==> src/rtl/mult_div_unit_pkg.sv <==
// Shared constants for the execute-stage multiply/divide engine.
package mult_div_unit_pkg;

    typedef enum logic [1:0] {
        IDLE = 2'b00,
        RUN  = 2'b01,
        DONE = 2'b10
    } md_state_t;

    localparam logic OP_MULT = 1'b0;
    localparam logic OP_DIV  = 1'b1;

    localparam int ITERS = 32;

    // Opcodes decoded by execute control to raise startMult / startDiv
    localparam logic [4:0] OPC_MUL = 5'b00110;
    localparam logic [4:0] OPC_DIV = 5'b00111;

endpackage

==> src/rtl/mult_div_unit_divider_step.sv <==
// One combinational iteration of a non-restoring divider on unsigned magnitudes.
// The partial remainder is kept signed and one bit wider than the divisor; the
// working arithmetic is two bits wider so that 2*rem + bit never overflows,
// even for a divisor of 0x80000000.
module nonrestoring_divider_step
    import mult_div_unit_pkg::*;
#(
    parameter int WIDTH = 32
) (
    input  logic [WIDTH:0]   i_rem,
    input  logic [WIDTH-1:0] i_quo,
    input  logic [WIDTH-1:0] i_divisor,
    output logic [WIDTH:0]   o_rem,
    output logic [WIDTH-1:0] o_quo
);

    logic [WIDTH+1:0] w_shift;
    logic [WIDTH+1:0] w_div;
    logic [WIDTH+1:0] w_new;

    // Shift the next dividend bit in; subtract when the remainder is
    // non-negative, add back otherwise. The quotient bit is the new sign inverted.
    always_comb begin
        w_shift = {i_rem, i_quo[WIDTH-1]};
        w_div   = {2'b00, i_divisor};
        w_new   = i_rem[WIDTH] ? (w_shift + w_div) : (w_shift - w_div);
        o_rem   = w_new[WIDTH:0];
        o_quo   = {i_quo[WIDTH-2:0], ~w_new[WIDTH+1]};
    end

endmodule

==> src/rtl/mult_div_unit.sv <==
// Multi-cycle signed multiply (radix-2 Booth) / divide (non-restoring) engine.
// Accepts a start pulse, iterates ITERS cycles, then pulses multDivDone once.
module mult_div_unit #(
    parameter int WIDTH = 32,
    parameter int ITERS = 32,
    parameter int CNT_W = 6
) (
    input  logic             clock,
    input  logic             reset,
    input  logic [WIDTH-1:0] operandA,
    input  logic [WIDTH-1:0] operandB,
    input  logic             startMult,
    input  logic             startDiv,
    output logic [WIDTH-1:0] result,
    output logic             exception,
    output logic             multDivDone,
    output logic             busy
);
    import mult_div_unit_pkg::*;

    md_state_t        r_state;
    md_state_t        w_next_state;
    logic [CNT_W-1:0] r_cnt;
    logic             r_op;
    logic             r_neg;
    logic [WIDTH-1:0] r_acc;
    logic [WIDTH-1:0] r_q;
    logic             r_qm1;
    logic [WIDTH-1:0] r_m;
    logic [WIDTH:0]   r_rem;
    logic [WIDTH-1:0] r_result;
    logic             r_exc;

    logic             w_start;
    logic             w_accept;
    logic             w_last;
    logic [WIDTH:0]   w_booth_sum;
    logic [WIDTH-1:0] w_acc_nxt;
    logic [WIDTH-1:0] w_qmul_nxt;
    logic [2*WIDTH-1:0] w_prod;
    logic [WIDTH-2+2:0] w_ovf_bits;
    logic [WIDTH:0]   w_rem_nxt;
    logic [WIDTH-1:0] w_quo_nxt;
    logic [WIDTH-1:0] w_res;
    logic             w_exc;

    assign w_start  = startMult | startDiv;
    assign w_accept = ((r_state == IDLE) || (r_state == DONE)) && w_start;
    assign w_last   = (r_state == RUN) && (r_cnt == CNT_W'(ITERS - 1));

    // State register
    always_ff @(posedge clock or posedge reset) begin
        if (reset) r_state <= IDLE;
        else       r_state <= w_next_state;
    end

    // Next-state: DONE lasts one cycle and may hand straight over to RUN
    always_comb begin
        w_next_state = r_state;
        case (r_state)
            IDLE:    if (w_start) w_next_state = RUN;
            RUN:     if (w_last)  w_next_state = DONE;
            DONE:    w_next_state = w_start ? RUN : IDLE;
            default: w_next_state = IDLE;
        endcase
    end

    // Booth step: the add/sub is done one bit wider so that subtracting a
    // multiplicand of -2^(WIDTH-1) keeps the correct sign through the shift.
    always_comb begin
        w_booth_sum = {r_acc[WIDTH-1], r_acc};
        case ({r_q[0], r_qm1})
            2'b01:   w_booth_sum = {r_acc[WIDTH-1], r_acc} + {r_m[WIDTH-1], r_m};
            2'b10:   w_booth_sum = {r_acc[WIDTH-1], r_acc} - {r_m[WIDTH-1], r_m};
            default: w_booth_sum = {r_acc[WIDTH-1], r_acc};
        endcase
        w_acc_nxt  = w_booth_sum[WIDTH:1];
        w_qmul_nxt = {w_booth_sum[0], r_q[WIDTH-1:1]};
        w_prod     = {w_acc_nxt, w_qmul_nxt};
        w_ovf_bits = w_prod[2*WIDTH-1:WIDTH-1];
    end

    nonrestoring_divider_step #(.WIDTH(WIDTH)) u_div_step (
        .i_rem     (r_rem),
        .i_quo     (r_q),
        .i_divisor (r_m),
        .o_rem     (w_rem_nxt),
        .o_quo     (w_quo_nxt)
    );

    // Final result from the last iteration's outputs, registered at the last edge
    always_comb begin
        w_res = '0;
        w_exc = 1'b0;
        if (r_op == OP_MULT) begin
            w_res = w_prod[WIDTH-1:0];
            w_exc = ~((&w_ovf_bits) | ~(|w_ovf_bits));
        end else if (r_m == '0) begin
            w_res = '0;
            w_exc = 1'b1;
        end else begin
            w_res = r_neg ? (~w_quo_nxt + 1'b1) : w_quo_nxt;
            w_exc = 1'b0;
        end
    end

    // Operand latch on accept, one iteration per RUN cycle, result capture at the end
    always_ff @(posedge clock or posedge reset) begin
        if (reset) begin
            r_cnt    <= '0;
            r_op     <= OP_MULT;
            r_neg    <= 1'b0;
            r_acc    <= '0;
            r_q      <= '0;
            r_qm1    <= 1'b0;
            r_m      <= '0;
            r_rem    <= '0;
            r_result <= '0;
            r_exc    <= 1'b0;
        end else if (w_accept) begin
            r_cnt <= '0;
            r_acc <= '0;
            r_qm1 <= 1'b0;
            r_rem <= '0;
            if (startMult) begin
                r_op  <= OP_MULT;
                r_neg <= 1'b0;
                r_q   <= operandA;
                r_m   <= operandB;
            end else begin
                // Divide works on magnitudes; 0x80000000 negates to itself,
                // which is the correct unsigned magnitude.
                r_op  <= OP_DIV;
                r_neg <= operandA[WIDTH-1] ^ operandB[WIDTH-1];
                r_q   <= operandA[WIDTH-1] ? (~operandA + 1'b1) : operandA;
                r_m   <= operandB[WIDTH-1] ? (~operandB + 1'b1) : operandB;
            end
        end else if (r_state == RUN) begin
            r_cnt <= r_cnt + 1'b1;
            if (r_op == OP_MULT) begin
                r_acc <= w_acc_nxt;
                r_q   <= w_qmul_nxt;
                r_qm1 <= r_q[0];
            end else begin
                r_rem <= w_rem_nxt;
                r_q   <= w_quo_nxt;
            end
            if (w_last) begin
                r_result <= w_res;
                r_exc    <= w_exc;
            end
        end
    end

    assign result      = r_result;
    assign exception   = r_exc;
    assign multDivDone = (r_state == DONE);
    assign busy        = (r_state == RUN);

endmodule

==> config.mk <==
export PLATFORM = sky130hd
export DESIGN_NAME = mult_div_unit
export DESIGN_NICKNAME = d
export VERILOG_FILES = /design/src/rtl/mult_div_unit_pkg.sv /design/src/rtl/mult_div_unit_divider_step.sv /design/src/rtl/mult_div_unit.sv
export SDC_FILE = /design/constraint.sdc
export NUM_CORES = 1
export LEC_CHECK = 0
export BUFFER_PORTS_ARGS = -buffer_cell sky130_fd_sc_hd__buf_2
export CAP_MARGIN = 10
export CORE_UTILIZATION = 40
export CTS_CLUSTER_SIZE = 12
export DETAILED_ROUTE_END_ITERATION = 7
export HOLD_SLACK_MARGIN = 0.08
export SETUP_SLACK_MARGIN = 0.15
export SLEW_MARGIN = 20
export SYNTH_ARGS = -nofsm -noshare
export SYNTH_HDL_FRONTEND = slang
export SYNTH_HIERARCHICAL = 1
export SYNTH_SLANG_ARGS = --single-unit
==> constraint.sdc <==
create_clock -name clock -period 6.8 [get_ports clock]
set_input_delay 0.34 -clock clock [delete_from_list [all_inputs] [get_ports clock]]
set_output_delay 0.34 -clock clock [all_outputs]
set_load 0.02 [all_outputs]
==> summary.txt <==
Outcome
  – Status: finished clean

Drt
  – Drt initial violations: 1105
  – Drc violations: 0
  – DR vias/cell: 5.85
  – Avg WL per Cell: 18.2 µm
  – Vias: between 10000 and 15000
  – WL final: around 45000 µm
  – Drt pass-1 iters: 5
  – Post-DRT Antenna Nets: 0

STA
  – RSZ-0062 raised after global routing: no
  – Hold Vio Cnt, Final: 0
  – Slew headroom: 30.3%
  – Final setup vio count: 0
  – Worst-margin pin slew: approximately 1000 ps
  – Final min period: 6220 ps
  – Sum Neg Setup Slack: 0 ps
  – Final Skew: 17.5 ps
  – Final period util: 91.4%
  – Slew Viols, Final: 0
  – Peak Freq: between 150 and 200 MHz

Clocking
  – Clk_lat worst skew: about 450 ps
  – Clock slew at reported path FFs: about 70 ps
  – CTS tree: built
  – Num CTS Buffers: 17
  – Clk sinks: approximately 170
  – H-tree lvl count: 4
  – Root Buffer: clkbuf_16
  – Maximum clock path buffer count: 2

GRT
  – All-Layer GR Usage: a little under a quarter
  – Vias in the first global route: around 13000
  – Grt total ovfl: 0
  – First-pass GRT wire length: between 70000 and 80000 µm
  – Antenna violations before repair: 0
  – Largest net degree at the start of global routing: 73

Synthesis
  – Most frequent cells after synthesis: a21oi_1, nor2_1, dfrtp_1
  – Syn Area/Cell: about 8.0 µm²
  – Main synth FF type: dfrtp_1
  – Cell with the most instances after synthesis: a21oi_1
  – #FFs+latches synth: around 170
  – Netlist Area Pre-Place: 15200 µm²
  – Syn Inst Count: 1917
  – Synth area leaders: dfrtp_1, a21oi_1, xnor2_1, ha_1, nor2_1
  – Post-synthesis cell type count: 95
  – Post-synth top area cell: dfrtp_1
  – Fraction of registers with async set/reset: between 90% and 100%
  – Post-synthesis sequential area ratio: between 20% and 30%
  – Ys Warns: 6
  – Post-Syn Nets: approximately 2000
  – Post-synth top area share: around 28%
  – EDFF count, synth: 0

Die
  – Die Area: 38900 µm²
  – Top Ports: 103
  – Initial Util: 40.6%
  – Die X: 197 µm
  – Die Y: slightly below 200 µm
  – Row count: just over 70
  – Core Area: 37600 µm²

Setup path
  – Critical Path Start Type: register
  – WS Path Type: register to register
  – Worst setup EP type: register
  – CP Data Arrival Time: 6500 ps
  – Crit Path Max Fanout: 8
  – Critical Path RT: 7080 ps

Final layout
  – # nets final: between 2000 and 2500
  – Layout area overhead: 8.85%
  – Layout cells sized above 1: 10.6%
  – # diodes: 0

Job
  – Max-cap violations: 0

Hold path
  – Hold crit path type: input pin to register

Placed design
  – Detail Placement HPWL: 33600 µm
  – GPL Wtd Cong: 0.926
  – Number of port buffers: ~100
## layout by cell type, fill, tap and decap left out, types with 8 or more instances in the layout
cell type,n
nor2b_1,45
o31ai_1,25
nand2_1,139
a21o_1,22
nor4_1,27
nor3_1,62
nand2b_1,22
nor2_1,195
buf_4,20
a22o_1,52
o21ai_0,120
xor2_1,61
and3_1,14
or4_1,15
nand3_1,27
and2_1,15
ha_1,71
or2_2,10
a31oi_1,16
a21oi_1,237
buf_2,102
inv_1,51
a211oi_1,45
o211ai_1,15
o41ai_1,12
or3_1,19
dfrtp_1,172
clkbuf_16,17
a211o_1,8
xnor2_1,118
o21a_1,13
o21bai_1,8
nand4_1,24
## metrics by stage
stage,hold WS (ps),util [%],instances,area [µm²],setup WS (ps)
after global routing,191,44.2,2458,16600,213
final,183,44.2,2458,16600,582
after detailed placement,431,42.4,2423,15900,530
after global placement,424,42.4,2423,15900,614
after CTS,161,44.1,2456,16600,472
after floorplan,436,-,1917,15200,1010
## worst paths after layout
check                                   to  slack [ps]        start  cells after the start
worst max-delay path            result[31]         580       r_m[4]                     23
worst min-delay path                r_m[0]         180  operandB[0]                      3
worst max register to register  result[31]         580       r_m[4]                     23
worst min register to register       r_qm1         510        r_qm1                      1
max in group asynchronous             r_op        5050        reset                      4
min in group asynchronous         r_rem[5]         470        reset                      3
## cell type report
type	count	area, µm²
Multi-Input combinational cell	1562	10100
Clock buffer	19	443
Tap cell	511	639
Timing Repair Buffer	124	691
Fill cell	3823	21000
Inverter	56	215
Clock inverter	13	155
Sequential cell	173	4330
## per-layer routing
metal  GRT usage (%)  wire length (µm)
met1            36.4             22600
met2            33.3             18900
met3            3.28              2520
met4            6.23               810
met5               0                 0
## cells by family (layout without fill, tap and decap cells)
family | count (synthesis) | count (layout) | share of synthesized area [%]
xor gates and xnor gates | 179 | 179 | 10.3
muxes | 5 | 5 | 0.345
DFF | 173 | 173 | 28.4
adders and majority gates | 74 | 74 | 6.17
buffers and inverters | 182 | 212 | 5.46
and+or+nand+nor | 648 | 648 | 21.1
AOI/OAI and AO/OA | 656 | 656 | 28.2
## flip-flops by register name (all words and copies together), names as in the netlist
name       flops
r_state        2
r_cnt          6
exception      1
r_rem         33
r_qm1          1
r_acc         32
r_op           1
result        32
r_neg          1
r_m           32
r_q           32
## worst max-delay path, cell delays in order, from the launching register on
cell       delay [ps]
dfrtp_1           480
or4_4             610
nor4b_2           260
buf_4             160
and2_1            240
and3_1            280
a21oi_1           100
xor2_1            150
ha_1              370
nand2_1           130
or2b_1            240
a21o_2            230
and3_1            180
a2111oi_1         370
o211ai_1          260
inv_1             140
nand3_1            90
or3_1             450
or3_1             470
nand2b_1          240
o31ai_2           280
xnor2_1           100
a21oi_1           150
a21oi_1            90
## timing repair
item | in CTS | in global routing
setup endpoints to repair | 0 | 6
endpoints found under the hold margin | 55 | 0
buffers inserted | 0 | 1
hold buffers | 1 | 0
gates resized for setup | 0 | 2
Power is not shown: default switching activity piles up to over one toggle a cycle in this logic, so the estimate is an artifact.
